`config.mk`:
```
export PLATFORM = sky130hd
export DESIGN_NAME = wb_drain_monitor
export DESIGN_NICKNAME = d
export VERILOG_FILES = /design/src/rtl/wb_drain_monitor.sv
export SDC_FILE = /design/constraint.sdc
export NUM_CORES = 1
export LEC_CHECK = 0
export CAP_MARGIN = 40
export CORE_MARGIN = 1.5
export CORE_UTILIZATION = 60
export CTS_CLUSTER_SIZE = 40
export DETAILED_ROUTE_END_ITERATION = 8
export DONT_BUFFER_PORTS = 1
export PLACE_DENSITY_LB_ADDON = 0.25
export SLEW_MARGIN = 20
export SYNTH_ARGS = -nofsm -noshare
export SYNTH_HDL_FRONTEND = slang
export SYNTH_SLANG_ARGS = --single-unit
```
`constraint.sdc`:
```
create_clock -name clk -period 8.94 [get_ports clk]
set_input_delay 0.447 -clock clk [delete_from_list [all_inputs] [get_ports clk]]
set_output_delay 0.447 -clock clk [all_outputs]
set_load 0.02 [all_outputs]
```
`src/rtl/wb_drain_monitor.sv`:
```
// Tracks per-PE reference writebacks, waits for the ring to drain (fixed countdown or
// in-flight packet count), then fires a single motion-update start per EMPTY visit.
module wb_drain_monitor #(
  parameter int NUM_CELLS      = 64,
  parameter int DRAIN_MODE     = 0,
  parameter int DRAIN_CYCLES   = NUM_CELLS,
  parameter int TIMEOUT_CYCLES = 4096,
  parameter int CNT_WIDTH      = 16
) (
  input  logic                 clk,
  input  logic                 rst,
  input  logic [NUM_CELLS-1:0] ref_wb_issued,
  input  logic                 goto_next_ref,
  input  logic [NUM_CELLS-1:0] pkt_inject,
  input  logic [NUM_CELLS-1:0] pkt_eject,
  input  logic                 force_cache_input_buffer_empty,
  input  logic                 all_filter_buffer_empty,
  input  logic                 all_reading_done,
  output logic                 all_ref_wb_issued,
  output logic                 interconnect_empty,
  output logic                 all_force_wr_issued,
  output logic                 motion_update_start,
  output logic [CNT_WIDTH-1:0] inflight_count,
  output logic                 drain_timeout,
  output logic                 inflight_underflow
);

  localparam int PopW = $clog2(NUM_CELLS + 1);
  localparam int SumW = ((CNT_WIDTH > PopW) ? CNT_WIDTH : PopW) + 2;
  localparam logic signed [SumW-1:0] CntMax = {{(SumW-CNT_WIDTH){1'b0}}, {CNT_WIDTH{1'b1}}};
  localparam logic [CNT_WIDTH-1:0] DrainLast   = CNT_WIDTH'(DRAIN_CYCLES - 1);
  localparam logic [CNT_WIDTH-1:0] TimeoutLast = CNT_WIDTH'(TIMEOUT_CYCLES - 1);

  typedef enum logic [1:0] {COLLECT, DRAIN, EMPTY} state_t;

  state_t                 state_q;
  logic [NUM_CELLS-1:0]   cap_q;
  logic [CNT_WIDTH-1:0]   drainCnt_q;
  logic [CNT_WIDTH-1:0]   inflight_q;
  logic [CNT_WIDTH-1:0]   inflight_d;
  logic                   timeout_q;
  logic                   underflow_q;
  logic                   muStart_q;
  logic                   armed_q;
  logic                   underflowNow;
  logic                   capAll;
  logic [PopW-1:0]        injCount;
  logic [PopW-1:0]        ejCount;
  logic signed [SumW-1:0] inflightSum;

  function automatic logic [PopW-1:0] popcount(input logic [NUM_CELLS-1:0] v);
    logic [PopW-1:0] n;
    n = '0;
    for (int i = 0; i < NUM_CELLS; i++) n = n + PopW'(v[i]);
    return n;
  endfunction

  assign injCount    = popcount(pkt_inject);
  assign ejCount     = popcount(pkt_eject);
  assign inflightSum = $signed(SumW'(inflight_q)) + $signed(SumW'(injCount))
                     - $signed(SumW'(ejCount));
  assign capAll      = &(cap_q | ref_wb_issued);

  // Net in-flight change is evaluated in a wider signed domain so both clamp directions are exact.
  always_comb begin
    underflowNow = 1'b0;
    inflight_d   = inflightSum[CNT_WIDTH-1:0];
    if (inflightSum[SumW-1]) begin
      inflight_d   = '0;
      underflowNow = 1'b1;
    end else if (inflightSum > CntMax) begin
      inflight_d = '1;
    end
  end

  always_ff @(posedge clk) begin
    if (rst) begin
      state_q     <= COLLECT;
      cap_q       <= '0;
      drainCnt_q  <= '0;
      inflight_q  <= '0;
      timeout_q   <= 1'b0;
      underflow_q <= 1'b0;
      muStart_q   <= 1'b0;
      armed_q     <= 1'b1;
    end else begin
      inflight_q <= inflight_d;
      if (underflowNow) underflow_q <= 1'b1;
      muStart_q <= 1'b0;
      cap_q     <= cap_q | ref_wb_issued;
      case (state_q)
        COLLECT: begin
          if (capAll) begin
            state_q    <= DRAIN;
            drainCnt_q <= '0;
          end
        end
        DRAIN: begin
          if (goto_next_ref) begin
            state_q    <= COLLECT;
            cap_q      <= '0;
            drainCnt_q <= '0;
          end else begin
            drainCnt_q <= drainCnt_q + CNT_WIDTH'(1);
            if (DRAIN_MODE == 0) begin
              if (drainCnt_q == DrainLast) state_q <= EMPTY;
            end else if (inflight_d == '0) begin
              state_q <= EMPTY;
            end else if (drainCnt_q == TimeoutLast) begin
              timeout_q <= 1'b1;
              state_q   <= EMPTY;
            end
          end
        end
        EMPTY: begin
          if (armed_q && all_reading_done && all_force_wr_issued) begin
            muStart_q <= 1'b1;
            armed_q   <= 1'b0;
          end
          if (goto_next_ref) begin
            state_q <= COLLECT;
            cap_q   <= '0;
            armed_q <= 1'b1;
          end
        end
        default: state_q <= COLLECT;
      endcase
    end
  end

  assign all_ref_wb_issued   = (state_q != COLLECT);
  assign interconnect_empty  = (state_q == EMPTY);
  assign all_force_wr_issued = (pkt_eject == '0) & force_cache_input_buffer_empty
                             & all_filter_buffer_empty & interconnect_empty;
  assign motion_update_start = muStart_q;
  assign inflight_count      = inflight_q;
  assign drain_timeout       = timeout_q;
  assign inflight_underflow  = underflow_q;

endmodule
```
==> flow_summary.ini <==
[sta]
period_needed_ns = 8.114
setup_viol = 0
hold_viol_final = 0
clock_skew_ns = 0.005931
setup_tns_ns = 0
relSlewSlack = 0.5865
hold_ws_ns = 0.1698
rsz0062_at_grt = false
slew_viol_final = 0
worst_pin_slew_ns = 0.6155
finalCritPeriodShare = 0.9076
max_freq_ghz = 0.1233

[clocking]
cts_sinks = 101
post_cts_buffers = 0
insertion_delay_ns = 0.34
htreeDepth = 3
clock-root-buffer = clkbuf_16
cts_tree = yes
cts_hold_buffers = 0
path_clk_slew_ns = 0.06
cts-buffers-inserted = 9
cts_buffer_depth = 2
cts_resized = 0

[placement]
place_congestion = 0.9557
numPortBuffers = 0
dp_hpwl_mm = 14.59
place_area_um2 = 8347
numPlacedInstances = 1049

[floorplanning]
die_area_um2 = 14320
start_util = 0.6165
fp.dieH_um = 119.7
fp.dieW_um = 119.7
boundaryPins = 220
coreArea_um2 = 13240
rows = 42

[run_status]
status = finished, final reports clean

[synth]
ys_warn_count = 0
ys_seq_area_frac = 0.2477
synth_area_um2 = 8164
synth_mux_area_frac = 0.004291
syn-num-nets = 1265
synth_top_cell_area_share = 0.3090
synth-edff-count = 0
async_flop_share = 0
syn_inst = 886
synthSimpleGateAreaFrac = 0.1505
synth-xor-area-share = 0.01716
synth_top_family_by_area = adder cells
synth_compound_area_frac = 0.07234
yosysTopAreaCell = fa_1
synthTopCellsByArea = fa_1, dfxtp_1, inv_1, ha_1, nor2_1
synth_adder_area_share = 0.3933
ys_ff_latch = 101
synth.distinct_cells = 52
avgSynthCellArea_um2 = 9.215
ys.flop_type = dfxtp_1

[worst_setup_path]
crit_arrival_ns = 8.35
slowest_stage = fa_1
start_kind = primary input
crit_fanout = 16
cp_cell_sequence = fa_1 -> inv_1 -> fa_1 -> inv_1 -> fa_1 -> inv_1 -> fa_1 -> fa_1 -> fa_1 -> fa_1 -> fa_1 -> inv_1 -> fa_1 -> fa_1 -> inv_1 -> ha_1 -> fa_1 -> a211oi_1 -> o21ai_0 -> a31oi_2 -> o221ai_2 -> a311oi_2 -> mux2_4 -> o21a_1
worst-r2r-cell-count = 20
rrSetupSlack_ns = 2.36
required_ns = 9.17
cpMostUsedCell = fa_1
timing.rr.end = inflight_count[2]
worst_path_largest_cell_delay_ns = 0.57
r2r-start = inflight_count[0]
crit_end = inflight_count[2]
critPathCaptureType = flop
worstSetupStartpoint = pkt_eject[42]
crit_type = primary input to flop

[grt]
overflow = 0
grt_pass1_wl_mm = 28.67
grtUsageTotal = 0.2520
grt_pass1_vias = 6313
grt_max_degree = 43
antenna_found_initial = 0

[layout]
n_fill_cell = 1111
drive_gt1_frac = 0.03150
area_delta_synth_final_pct = 6.192
final_cell_area_um2 = 8670
final_common_cell = inv_1
nets = 1263
fin_cells = 1065
final_cell_mix = inv_1, nor2_1, fa_1, dfxtp_1, ha_1
n_antenna_cell = 0

[routing]
viasPerCell = 5.425
antenna_left = 0
drc = 0
drt_pass1_iterations = 5
vias = 5778
drt_iter0_drc = 217
drt_wl_total_mm = 16.74
avgRoutedWirePerCell_um = 15.72

[flow_run]
maxCapViolCount = 0

[worst_hold_path]
hold_depth = 1
min_path_type = primary input to flop
-- layer usage --
layer  vias to the layer above  global-route usage  routed length (um)
met5                         -                   0                   0
met2                       141              0.4217                8177
li1                       2764                   -                   -
met1                      2841              0.3178                6955
met4                         0             0.07143                 454
met3                        32             0.07700                1154
-- synth_stat cells (2+ instances only) --
cell type  number
a211oi_1        3
a21o_1          4
a21oi_1        25
and3_1          5
and4_1          2
buf_1           4
buf_2           2
buf_6           2
clkbuf_1        8
dfxtp_1       101
fa_1          126
ha_1           55
inv_1         225
mux2i_1         2
nand2_1        15
nand2b_1        3
nand3_1        12
nand4_1        10
nor2_1        142
nor2b_1         5
nor3_1          7
nor4_1         34
o21a_1         16
o21ai_0         9
o21bai_1        2
o31ai_1        13
o41ai_1         3
or3_1           2
or4_1          12
xnor2_1        11
xor2_1          5
-- flip-flops by register name (all words and copies together) (netlist names) --
name / flops
armed_q: 1
cap_q: 64
drainCnt_q: 16
inflight_count: 16
inflight_underflow: 1
motion_update_start: 1
state_q: 2
-- kinds of logic after synthesis --
group | count (synthesis)
simple gates | 256
buf+inv | 243
fa+ha+maj | 181
flops | 101
compound gates | 85
xor+xnor | 16
mux | 3
other cells | 1
-- area by class of cell --
| class | count | area, um2 | share of cell area |
|---|---|---|---|
| sequential | 101 | 2022 | 0.2332 |
| inverter | 226 | 848.3 | 0.09785 |
| clock inverter | 6 | 93.84 | 0.01082 |
| multi-input combinational | 542 | 5210 | 0.6010 |
| clock buffer | 10 | 229.0 | 0.02641 |
| timing repair buffer | 4 | 46.29 | 0.005340 |
| tap | 176 | 220.2 | 0.02540 |
-- metrics by stage --
stage                     setup WS (ns)  utilization
final                            0.8265       0.6547
after global routing             0.5107       0.6547
after CTS                        0.8402       0.6547
after detailed placement         0.5191       0.6303
after global placement           0.6097       0.6274
after floorplan                  0.8603            -
-- worst max-delay path, delay by kind of cell --
family	cells	cell delay, ns
muxes	1	0.43
adders and majority gates	12	5.78
buffers and inverters	5	0.27
AOI/OAI and AO/OA	6	1.41
-- worst min path at each step --
stage | endpoint | from
2_1_floorplan | cap_q[13] | cap_q[13]
3_3_place_gp | cap_q[0] | cap_q[0]
3_5_place_dp | cap_q[7] | cap_q[7]
4_1_cts | inflight_underflow | rst
5_1_grt | motion_update_start | rst
6_report | inflight_underflow | rst
Power is not shown: default switching activity piles up to over one toggle a cycle in this logic, so the estimate is an artifact.
